$ cat src/rtl/axil_master_bridge.sv
// axil_master_bridge: single-outstanding AXI4-Lite initiator fed by a valid/ready request port.
module axil_master_bridge #(
  parameter int DATA_WIDTH = 32,
  parameter int ADDR_WIDTH = 16,
  parameter int STRB_WIDTH = DATA_WIDTH/8,
  parameter logic [2:0] PROT = 3'b000,
  parameter int TIMEOUT_CYCLES = 1024
) (
  input  logic                  clk,
  input  logic                  rst,
  input  logic                  req_valid,
  output logic                  req_ready,
  input  logic                  req_we,
  input  logic [ADDR_WIDTH-1:0] req_addr,
  input  logic [DATA_WIDTH-1:0] req_wdata,
  input  logic [STRB_WIDTH-1:0] req_wstrb,
  output logic                  rsp_valid,
  input  logic                  rsp_ready,
  output logic [DATA_WIDTH-1:0] rsp_rdata,
  output logic                  rsp_err,
  output logic [ADDR_WIDTH-1:0] m_axil_awaddr,
  output logic [2:0]            m_axil_awprot,
  output logic                  m_axil_awvalid,
  input  logic                  m_axil_awready,
  output logic [DATA_WIDTH-1:0] m_axil_wdata,
  output logic [STRB_WIDTH-1:0] m_axil_wstrb,
  output logic                  m_axil_wvalid,
  input  logic                  m_axil_wready,
  input  logic [1:0]            m_axil_bresp,
  input  logic                  m_axil_bvalid,
  output logic                  m_axil_bready,
  output logic [ADDR_WIDTH-1:0] m_axil_araddr,
  output logic [2:0]            m_axil_arprot,
  output logic                  m_axil_arvalid,
  input  logic                  m_axil_arready,
  input  logic [DATA_WIDTH-1:0] m_axil_rdata,
  input  logic [1:0]            m_axil_rresp,
  input  logic                  m_axil_rvalid,
  output logic                  m_axil_rready
);
  typedef enum logic [2:0] {IDLE, WR, WR_B, RD_A, RD_D, RESP} state_t;
  state_t state, state_n;
  logic [ADDR_WIDTH-1:0] addr;
  logic [DATA_WIDTH-1:0] wdata;
  logic [STRB_WIDTH-1:0] wstrb;
  logic aw_done, w_done, accept, aw_hs, w_hs, b_done, r_done, busy, timeout;
  logic unused_resp;
  assign unused_resp = ^{m_axil_bresp[0], m_axil_rresp[0]};
  assign accept = req_valid && req_ready;
  assign aw_hs = m_axil_awvalid && m_axil_awready;
  assign w_hs = m_axil_wvalid && m_axil_wready;
  assign b_done = (state == WR_B) && m_axil_bvalid;
  assign r_done = (state == RD_D) && m_axil_rvalid;
  assign busy = state inside {WR, WR_B, RD_A, RD_D};
`ifdef AXIL_MASTER_TIMEOUT_EN
  localparam int CW = $clog2(TIMEOUT_CYCLES);
  logic [CW-1:0] cnt;
  assign timeout = busy && (cnt == CW'(TIMEOUT_CYCLES-2)) && !b_done && !r_done;
  always_ff @(posedge clk) begin
    if (rst || accept)
      cnt <= '0;
    else if (busy)
      cnt <= cnt + 1'b1;
  end
`else
  assign timeout = 1'b0;
`endif
  assign req_ready = (state == IDLE) && !rst;
  assign m_axil_awvalid = (state == WR) && !aw_done;
  assign m_axil_wvalid = (state == WR) && !w_done;
  assign m_axil_arvalid = (state == RD_A);
  assign m_axil_bready = (state == WR_B);
  assign m_axil_rready = (state == RD_D);
  assign rsp_valid = (state == RESP);
  assign m_axil_awaddr = addr;
  assign m_axil_araddr = addr;
  assign m_axil_wdata = wdata;
  assign m_axil_wstrb = wstrb;
  assign m_axil_awprot = PROT;
  assign m_axil_arprot = PROT;
  always_comb begin
    state_n = state;
    case (state)
      IDLE: state_n = accept ? (req_we ? WR : RD_A) : IDLE;
      WR:   state_n = ((aw_done || aw_hs) && (w_done || w_hs)) ? WR_B : WR;
      WR_B: state_n = m_axil_bvalid ? RESP : WR_B;
      RD_A: state_n = m_axil_arready ? RD_D : RD_A;
      RD_D: state_n = m_axil_rvalid ? RESP : RD_D;
      RESP: state_n = rsp_ready ? IDLE : RESP;
      default: state_n = IDLE;
    endcase
    if (timeout)
      state_n = RESP;
  end
  always_ff @(posedge clk) begin
    if (rst) begin
      state <= IDLE;
      aw_done <= 1'b0;
      w_done <= 1'b0;
      rsp_rdata <= '0;
      rsp_err <= 1'b0;
    end else begin
      state <= state_n;
      aw_done <= accept ? 1'b0 : (aw_done || aw_hs);
      w_done <= accept ? 1'b0 : (w_done || w_hs);
      if (timeout) begin
        rsp_err <= 1'b1;
        rsp_rdata <= '0;
      end else if (b_done) begin
        rsp_err <= m_axil_bresp[1];
        rsp_rdata <= '0;
      end else if (r_done) begin
        rsp_err <= m_axil_rresp[1];
        rsp_rdata <= m_axil_rdata;
      end
    end
  end
  always_ff @(posedge clk) begin
    if (accept) begin
      addr <= req_addr;
      wdata <= req_wdata;
      wstrb <= req_wstrb;
    end
  end
endmodule
$ cat config.mk
export PLATFORM = sky130hd
export DESIGN_NAME = axil_master_bridge
export DESIGN_NICKNAME = d
export VERILOG_FILES = /design/src/rtl/axil_master_bridge.sv
export SDC_FILE = /design/constraint.sdc
export NUM_CORES = 1
export LEC_CHECK = 0
export ABC_AREA = 1
export ABC_CLOCK_PERIOD_IN_PS = 2900
export CAP_MARGIN = 25
export CORE_ASPECT_RATIO = 1.4
export CORE_MARGIN = 3
export CORE_UTILIZATION = 32
export DETAILED_ROUTE_END_ITERATION = 10
export GPL_TIMING_DRIVEN = 0
export PLACE_DENSITY = 0.81
export SYNTH_ARGS = -nofsm -noshare
export SYNTH_HDL_FRONTEND = slang
export SYNTH_SLANG_ARGS = --single-unit
$ cat constraint.sdc
create_clock -name clk -period 2.9 [get_ports clk]
set_input_delay 0.435 -clock clk [delete_from_list [all_inputs] [get_ports clk]]
set_output_delay 0.435 -clock clk [all_outputs]
set_load 0.03 [all_outputs]
======== After elaboration in Yosys (flattened, before gate mapping) ========
Cells that the tools add are included.
word-level totals
  memories ................................ 0
  bits in writable memories ............... 0
  register bits after elaboration ......... 90
  word-level logic and storage cells ...... 41
  latch bits .............................. 0
  bits in read-only memories .............. 0
  input bits .............................. 98
cells by class
  magnitude comparators ................... 0
  equality and inequality tests ........... 5
  mux-type cells .......................... 10
  multiply operators ...................... 0
  div/mod/pow operators ................... 0
  shifts and indexed selects .............. 0
  add/sub/neg operators ................... 0
  bitwise gates (word level) .............. 0
  reductions and logical operators ........ 18
operators with widths
  cell                count
  $pmux 3 s6          1
  $logic_and 1x1->1   9
  $mux 3              3
  $eq 3x2->1 const B  2
  $eq 3x3->1 const B  2
  $mux 2              3
  $reduce_or 2->1     2
  $eq 3x1->1 const B  1
  $logic_not 1->1     3
  $logic_not 3->1     1
  $mux 1              3
  $logic_or 1x1->1    2
  $reduce_bool 2->1   1

======== Longest topological paths before layout ========
Gate-level depths: netlist of the first run.
  word-level depth ........................ 7
  gate-level depth with buffers ........... 8
  mapped depth without buffers ............ 8

======== Least setup slack after synthesis of the first run ========
OpenSTA, ideal clock, no wires.
  path kind ............................... input-to-reg
  start ................................... input port rst
  end ..................................... register addr[0] (netlist: m_axil_araddr[0]), enable pin
  data required time ...................... 2.494 ns
  path slack .............................. 0.816 ns
  path buffers ............................ 0
  arrival ................................. 1.678 ns
  stages on the path ...................... 3
  cells stage by stage .................... nor2_1 -> nand3_1 -> inv_1
on the way
  word-level cells in the longest chain between the ends .. 3
ends and longest elaborated chain
  what                  line  text
  start, declared       10    input logic rst,
  $logic_not 1->1       68    assign req_ready = (state == IDLE) && !rst;
  $logic_and 1x1->1     68
  $logic_and 1x1->1     49    assign accept = req_valid && req_ready;
  end signal, assigned  120   addr <= req_addr;
  end, declared         43    logic [ADDR_WIDTH-1:0] addr;
Every way passes these cells.
A chain may end at the register's enable or synchronous reset.

======== Worst setup path after layout of the first run ========
  start ................................... register state[0]
  end ..................................... output port m_axil_wvalid
on the way
  word-level cells in the longest chain between the ends .. 2
ends and longest elaborated chain
  what                    line  text
  start, declared         42    state_t state, state_n;
  start signal, assigned  103   state <= state_n;
  $eq 3x1->1              70    assign m_axil_wvalid = (state == WR) && !w_done;
  $logic_and 1x1->1       70
  end, declared           27    output logic m_axil_wvalid,
Every way passes these cells.

==> impl_metrics.yaml, run 1 <==
critical_path:
  cpPeakStageDelay_ns: 0.69
  worstPathArrival_ns: 2.16
  crit_type: "flop to primary output"
  startpoint_type: "flop"
  crit_path_start: "state[0]"
  endpoint_kind: "primary output"
  r2r_start: "state[0]"
  worst_path_max_delay_cell: "clkdlybuf4s50_1"
  r2r_slack_ns: 1.42
  worstPathCellList: "inv_1 > nor3_1 > inv_1 > nor2_1 > clkdlybuf4s50_1"
  cp.required_ns: 2.47
  path_common_cell: "inv_1"
  worstPathMaxFanout: 6
synthesis:
  synth-seq-area-share_pct: 70.81
  synth_top_area_share_pct: 47.62
  synth_area_per_cell_um2: 11.71
  ys_warn_count: 0
  synth_top_cell_by_area: "edfxtp_1"
  synth_area_um2: 3279
  netlist_instances: 280
  ys_top_cells_by_area: "edfxtp_1, dfxtp_1, buf_4, nand3_1, a21oi_1"
  yosys_register_bits: 90
  synthDistinctLibCells: 19
route:
  via_count: 2852
  drtAntennaViolNets: 0
  drc: 0
  routedWlPerCell_um: 15.07
  dr.pass1.iters: 4
  drt_iter0_markers: 97
  wl_mm: 9.629
  drt-vias-per-instance: 4.463
cts:
  cts_buffer_depth: 2
  h-tree-depth: 3
  hold_buffers: 0
  clk_latency_ns: 0.33
  cts_root_buffer: "clkbuf_16"
  numCtsBuffers: 9
  post_cts_resize_count: 0
  path_clk_slew_ns: 0.07
  cts_tree: "yes"
  cts_num_sinks: 90
  post_cts_buffers: 0
timing:
  final_max_slew_viol_count: 0
  whs_ns: 0.4602
  setup_viol: 0
  hold_viol: 0
  fin_skew_ns: 0.007371
  rsz0062_at_grt: "no"
  timing.fmax_mhz: 385.0
  fin_crit_ns: 2.597
  final.period_utilization_pct: 89.56
floorplanning:
  num_rows: 43
  die_w_um: 91.56
  start_util_pct: 32.95
  core-area_um2: 9953
  io-pin-count: 212
  dieArea_um2: 11520
  fp.dieH_um: 125.8
outcome:
  outcome: "finished clean"
layout:
  mostFrequentLayoutCells: "clkdlybuf4s50_1, edfxtp_1, nand2_1, nand3_1, dfxtp_1"
  drive_gt1_share_pct: 10.52
  area_delta_synth_final_pct: 77.45
  layout.nets: 597
  mostFrequentLayoutCell: "clkdlybuf4s50_1"
  diodes: 0
  fin_cells: 639
flow_run:
  cap_violations: 0
global_routing:
  grt_first_pass_wirelength_mm: 15.01
  antenna_found_initial: 1
  grt-ovfl-total: 0
  grt_pass1_vias: 2861
  grt_max_degree: 51
  track_usage_pct: 16.70
place:
  dp.cells: 623
  io_buffers: 202
  place_congestion: 0.8765
  place_hpwl_mm: 7.764
power_and_ir_drop:
  powerDensity_nw_per_um2: 537.5
  p_leak_nw: 2.113
  peakVddDrop_mv: 0.3262
worst_hold_path:
  worstHoldStart: "rsp_rdata[1]"
  hold_path.class: "flop to flop"
[power by group]
| group | switching (W) | internal, W |
|---|---|---|
| registers | 0.0000228 | 0.00141 |
| logic | 0.000256 | 0.000250 |
| clock network | 0.000501 | 0.000687 |
| total | 0.000780 | 0.00235 |
[area by class of cell]
| cell class | instances | area [um^2] |
|---|---|---|
| Inverter | 14 | 52.55 |
| Buffer | 35 | 240.2 |
| Tap cell | 135 | 168.9 |
| Clock inverter | 7 | 85.08 |
| Fill cell | 799 | 4134 |
| Clock buffer | 9 | 225.2 |
| Sequential cell | 90 | 2322 |
| Timing Repair Buffer | 203 | 2042 |
| Multi-Input combinational cell | 146 | 683.2 |
[final timing paths]
path / end / cells after the start
worst max-delay path: m_axil_wvalid / 5
worst min-delay path: rsp_rdata[1] / 2
worst min register to register: rsp_rdata[1] / 2
worst max register to register: m_axil_wdata[1] / 4
[synthesized netlist by cell type]
master / number
clkbuf_1: 4
inv_2: 1
nor2_1: 8
nor3_1: 4
a21oi_1: 37
nand4_1: 3
buf_2: 3
nand2_1: 44
buf_4: 28
conb_1: 1
nand3_1: 39
dfxtp_1: 38
nand2_2: 1
inv_1: 13
nor2_8: 1
nor2_2: 1
nand3b_1: 1
a31oi_1: 1
edfxtp_1: 52
[flip-flops by register name, indices dropped and copies added, names as in the netlist]
register / count
aw_done: 1
rsp_err: 1
rsp_rdata: 32
m_axil_wstrb: 4
w_done: 1
m_axil_wdata: 32
state: 3
m_axil_araddr: 16
[stage by stage]
step	TNS (ns)	total power (W)	worst slack (ns)	instance area, um^2	utilization (%)
final	0	0.003128	0.3027	5819	58.47
after global routing	0	0.003249	0.1255	5819	58.47
after CTS	0	0.003173	0.3172	5819	58.47
after detailed placement	0	0.001971	0.5211	5509	55.35
after global placement	-6.778	0.001955	-0.1350	5489	55.15
after floorplan	0	0.001694	0.8163	3298	-
[routing by layer]
layer	part of all wire, %	GRT usage [%]	routed length [um]
met1	34	16.87	3312
met2	51	30.05	4923
met3	13	8.363	1266
met4	1.2	4.529	113
met5	0.14	0	13
[critical path: cells and delay by family, from the launching register on]
| family | cells | cell delay (ns) |
|---|---|---|
| flops | 1 | 0.45 |
| buf+inv | 3 | 0.96 |
| simple gates | 2 | 0.44 |
[kinds of logic after synthesis]
family | Yosys count | share of synthesized area, %
buffers and inverters | 49 | 8.928
and+or+nand+nor | 102 | 14.31
DFF | 90 | 70.81
other | 1 | 0.1144
AOI/OAI and AO/OA | 38 | 5.838
No activity file was read; power rests on OpenSTA's default activity.
==> inputs of run 2 (changes only) <==
--- a/config.mk
+++ b/config.mk
@@ -8,12 +8,14 @@
 export ABC_AREA = 1
 export ABC_CLOCK_PERIOD_IN_PS = 2900
 export CAP_MARGIN = 25
+export CELL_PAD_IN_SITES_DETAIL_PLACEMENT = 1
+export CELL_PAD_IN_SITES_GLOBAL_PLACEMENT = 1
 export CORE_ASPECT_RATIO = 1.4
 export CORE_MARGIN = 3
-export CORE_UTILIZATION = 32
+export CORE_UTILIZATION = 26
 export DETAILED_ROUTE_END_ITERATION = 10
 export GPL_TIMING_DRIVEN = 0
-export PLACE_DENSITY = 0.81
+export PLACE_DENSITY = 0.88
 export SYNTH_ARGS = -nofsm -noshare
 export SYNTH_HDL_FRONTEND = slang
 export SYNTH_SLANG_ARGS = --single-unit
==> run 2 against run 1 <==
Against the previous run: sequential share of layout area about the same; register-to-register slack worse by 0.12 ns; global-route usage down 0.37 points; combinational power up 2%; routed wire length up 21%; highest routed layer unchanged; die area up 22%; design area about the same; cell count up 1.9%.
==> impl_metrics.yaml, run 2 (synthesized netlist as in run 1, its figures left out) <==
layout:
  area_delta_synth_final_pct: 77.60
  fillers: 1311
  regArea_um2: 2322
  diodes: 0
  mostFrequentLayoutCells: "clkdlybuf4s50_1, edfxtp_1, nand2_1, nand3_1, dfxtp_1"
  drive_gt1_share_pct: 10.32
  layout.nets: 597
  mostFrequentLayoutCell: "clkdlybuf4s50_1"
  multiInputGateArea_um2: 683.2
  fin_cells: 651
critical_path:
  cp-endpoint: "m_axil_awvalid"
  ff2ff_path_depth: 4
  startpoint_type: "flop"
  crit_path_start: "state[0]"
  worstPathMaxFanout: 6
  cpPeakStageDelay_ns: 0.69
  worstPathArrival_ns: 2.16
  worst_path_max_delay_cell: "clkdlybuf4s50_1"
  crit_type: "flop to primary output"
  cp.required_ns: 2.47
  r2r_end: "m_axil_araddr[5]"
  path_common_cell: "inv_1"
  worstPathCellList: "inv_1 > nor3_1 > inv_1 > nor2_1 > clkdlybuf4s50_1"
  endpoint_kind: "primary output"
  r2r_slack_ns: 1.30
  r2r_start: "state[2]"
timing:
  final.period_utilization_pct: 89.35
  rsz0062_at_grt: "no"
  finalWorstSetupSlack_ns: 0.3090
  final_max_slew_viol_count: 0
  fin_skew_ns: 0.005169
  setup_viol: 0
  timing.fmax_mhz: 385.9
  fin_crit_ns: 2.591
  hold_viol: 0
cts:
  path_clk_slew_ns: 0.07
  numCtsBuffers: 9
  post_cts_resize_count: 0
  cts_root_buffer: "clkbuf_16"
  post_cts_buffers: 0
  hold_buffers: 0
  cts_tree: "yes"
  h-tree-depth: 3
  clk_latency_ns: 0.33
  cts_num_sinks: 90
  cts_buffer_depth: 2
route:
  drt_iter0_markers: 124
  drc: 0
  via_count: 2945
  dr.pass1.iters: 4
  drt-vias-per-instance: 4.524
  drtAntennaViolNets: 0
  wl_mm: 11.64
  routedWlPerCell_um: 17.88
place:
  place_hpwl_mm: 9.554
  place_congestion: 0.7787
  dp.cells: 635
  place_ws_ns: 0.5636
  io_buffers: 202
outcome:
  outcome: "finished clean"
floorplanning:
  die_w_um: 100.9
  num_rows: 47
  core-area_um2: 12060
  fp.dieH_um: 138.9
  start_util_pct: 27.20
  dieArea_um2: 14020
  io-pin-count: 212
global_routing:
  antenna_found_initial: 2
  grt_pass1_vias: 3249
  grt_max_degree: 46
  grt-ovfl-total: 0
  grt_first_pass_wirelength_mm: 17.41
  track_usage_pct: 16.33
flow_run:
  cap_violations: 0
worst_hold_path:
  worstHoldStart: "rsp_rdata[21]"
  hold_path.class: "flop to flop"
power_and_ir_drop:
  powerDensity_nw_per_um2: 535.0
  peakVddDrop_mv: 0.2965
  p_leak_nw: 2.101
[run 2: worst min-delay path by stage]
stage	to	cells past startpoint	slack, ns
after floorplan	aw_done	2	0.44
after global placement	rsp_rdata[9]	2	0.45
after detailed placement	rsp_rdata[9]	2	0.46
after CTS	rsp_rdata[9]	2	0.47
after global routing	rsp_rdata[26]	2	0.48
final	rsp_rdata[21]	2	0.46
[run 2: final cells by class]
class	count	area share [%]
Sequential cell	90	39.87
Clock buffer	9	3.867
Clock inverter	7	1.289
Timing Repair Buffer	203	35.06
Buffer	35	4.125
Inverter	14	0.9023
Multi-Input combinational cell	146	11.73
Tap cell	147	3.158
[run 2: where the power goes]
part / internal, W / total [W] / switching (W)
clock: 0.000673 / 0.00117 / 0.000495
sequential: 0.00141 / 0.00143 / 0.0000227
combinational: 0.000250 / 0.000515 / 0.000265
total: 0.00233 / 0.00312 / 0.000782
[run 2: per-stage QoR]
stage	power [W]	hold slack (ns)	setup TNS (ns)	cell area (um^2)	utilization (%)
floorplan	0.001694	0.4439	0	3298	-
global placement	0.001962	0.4465	-12.32	5504	45.66
global route	0.003255	0.4806	0	5824	48.31
detailed placement	0.001983	0.4568	0	5524	45.82
CTS	0.003167	0.4677	0	5824	48.31
finish	0.003116	0.4648	0	5824	48.31
[run 2: critical path, delay by kind of cell, from the launching register on]
kind,cells,cell delay [ns]
flip-flops,1,0.43
buffers and inverters,3,0.96
AND/OR/NAND/NOR,2,0.44
[run 2: per-layer routing]
layer	track usage, %	up-vias	share of wire (%)
li1	-	1379	-
met2	29.33	170	51
met4	4.902	4	1.6
met3	8.052	19	13
met5	0	-	0.18
met1	16.26	1373	35
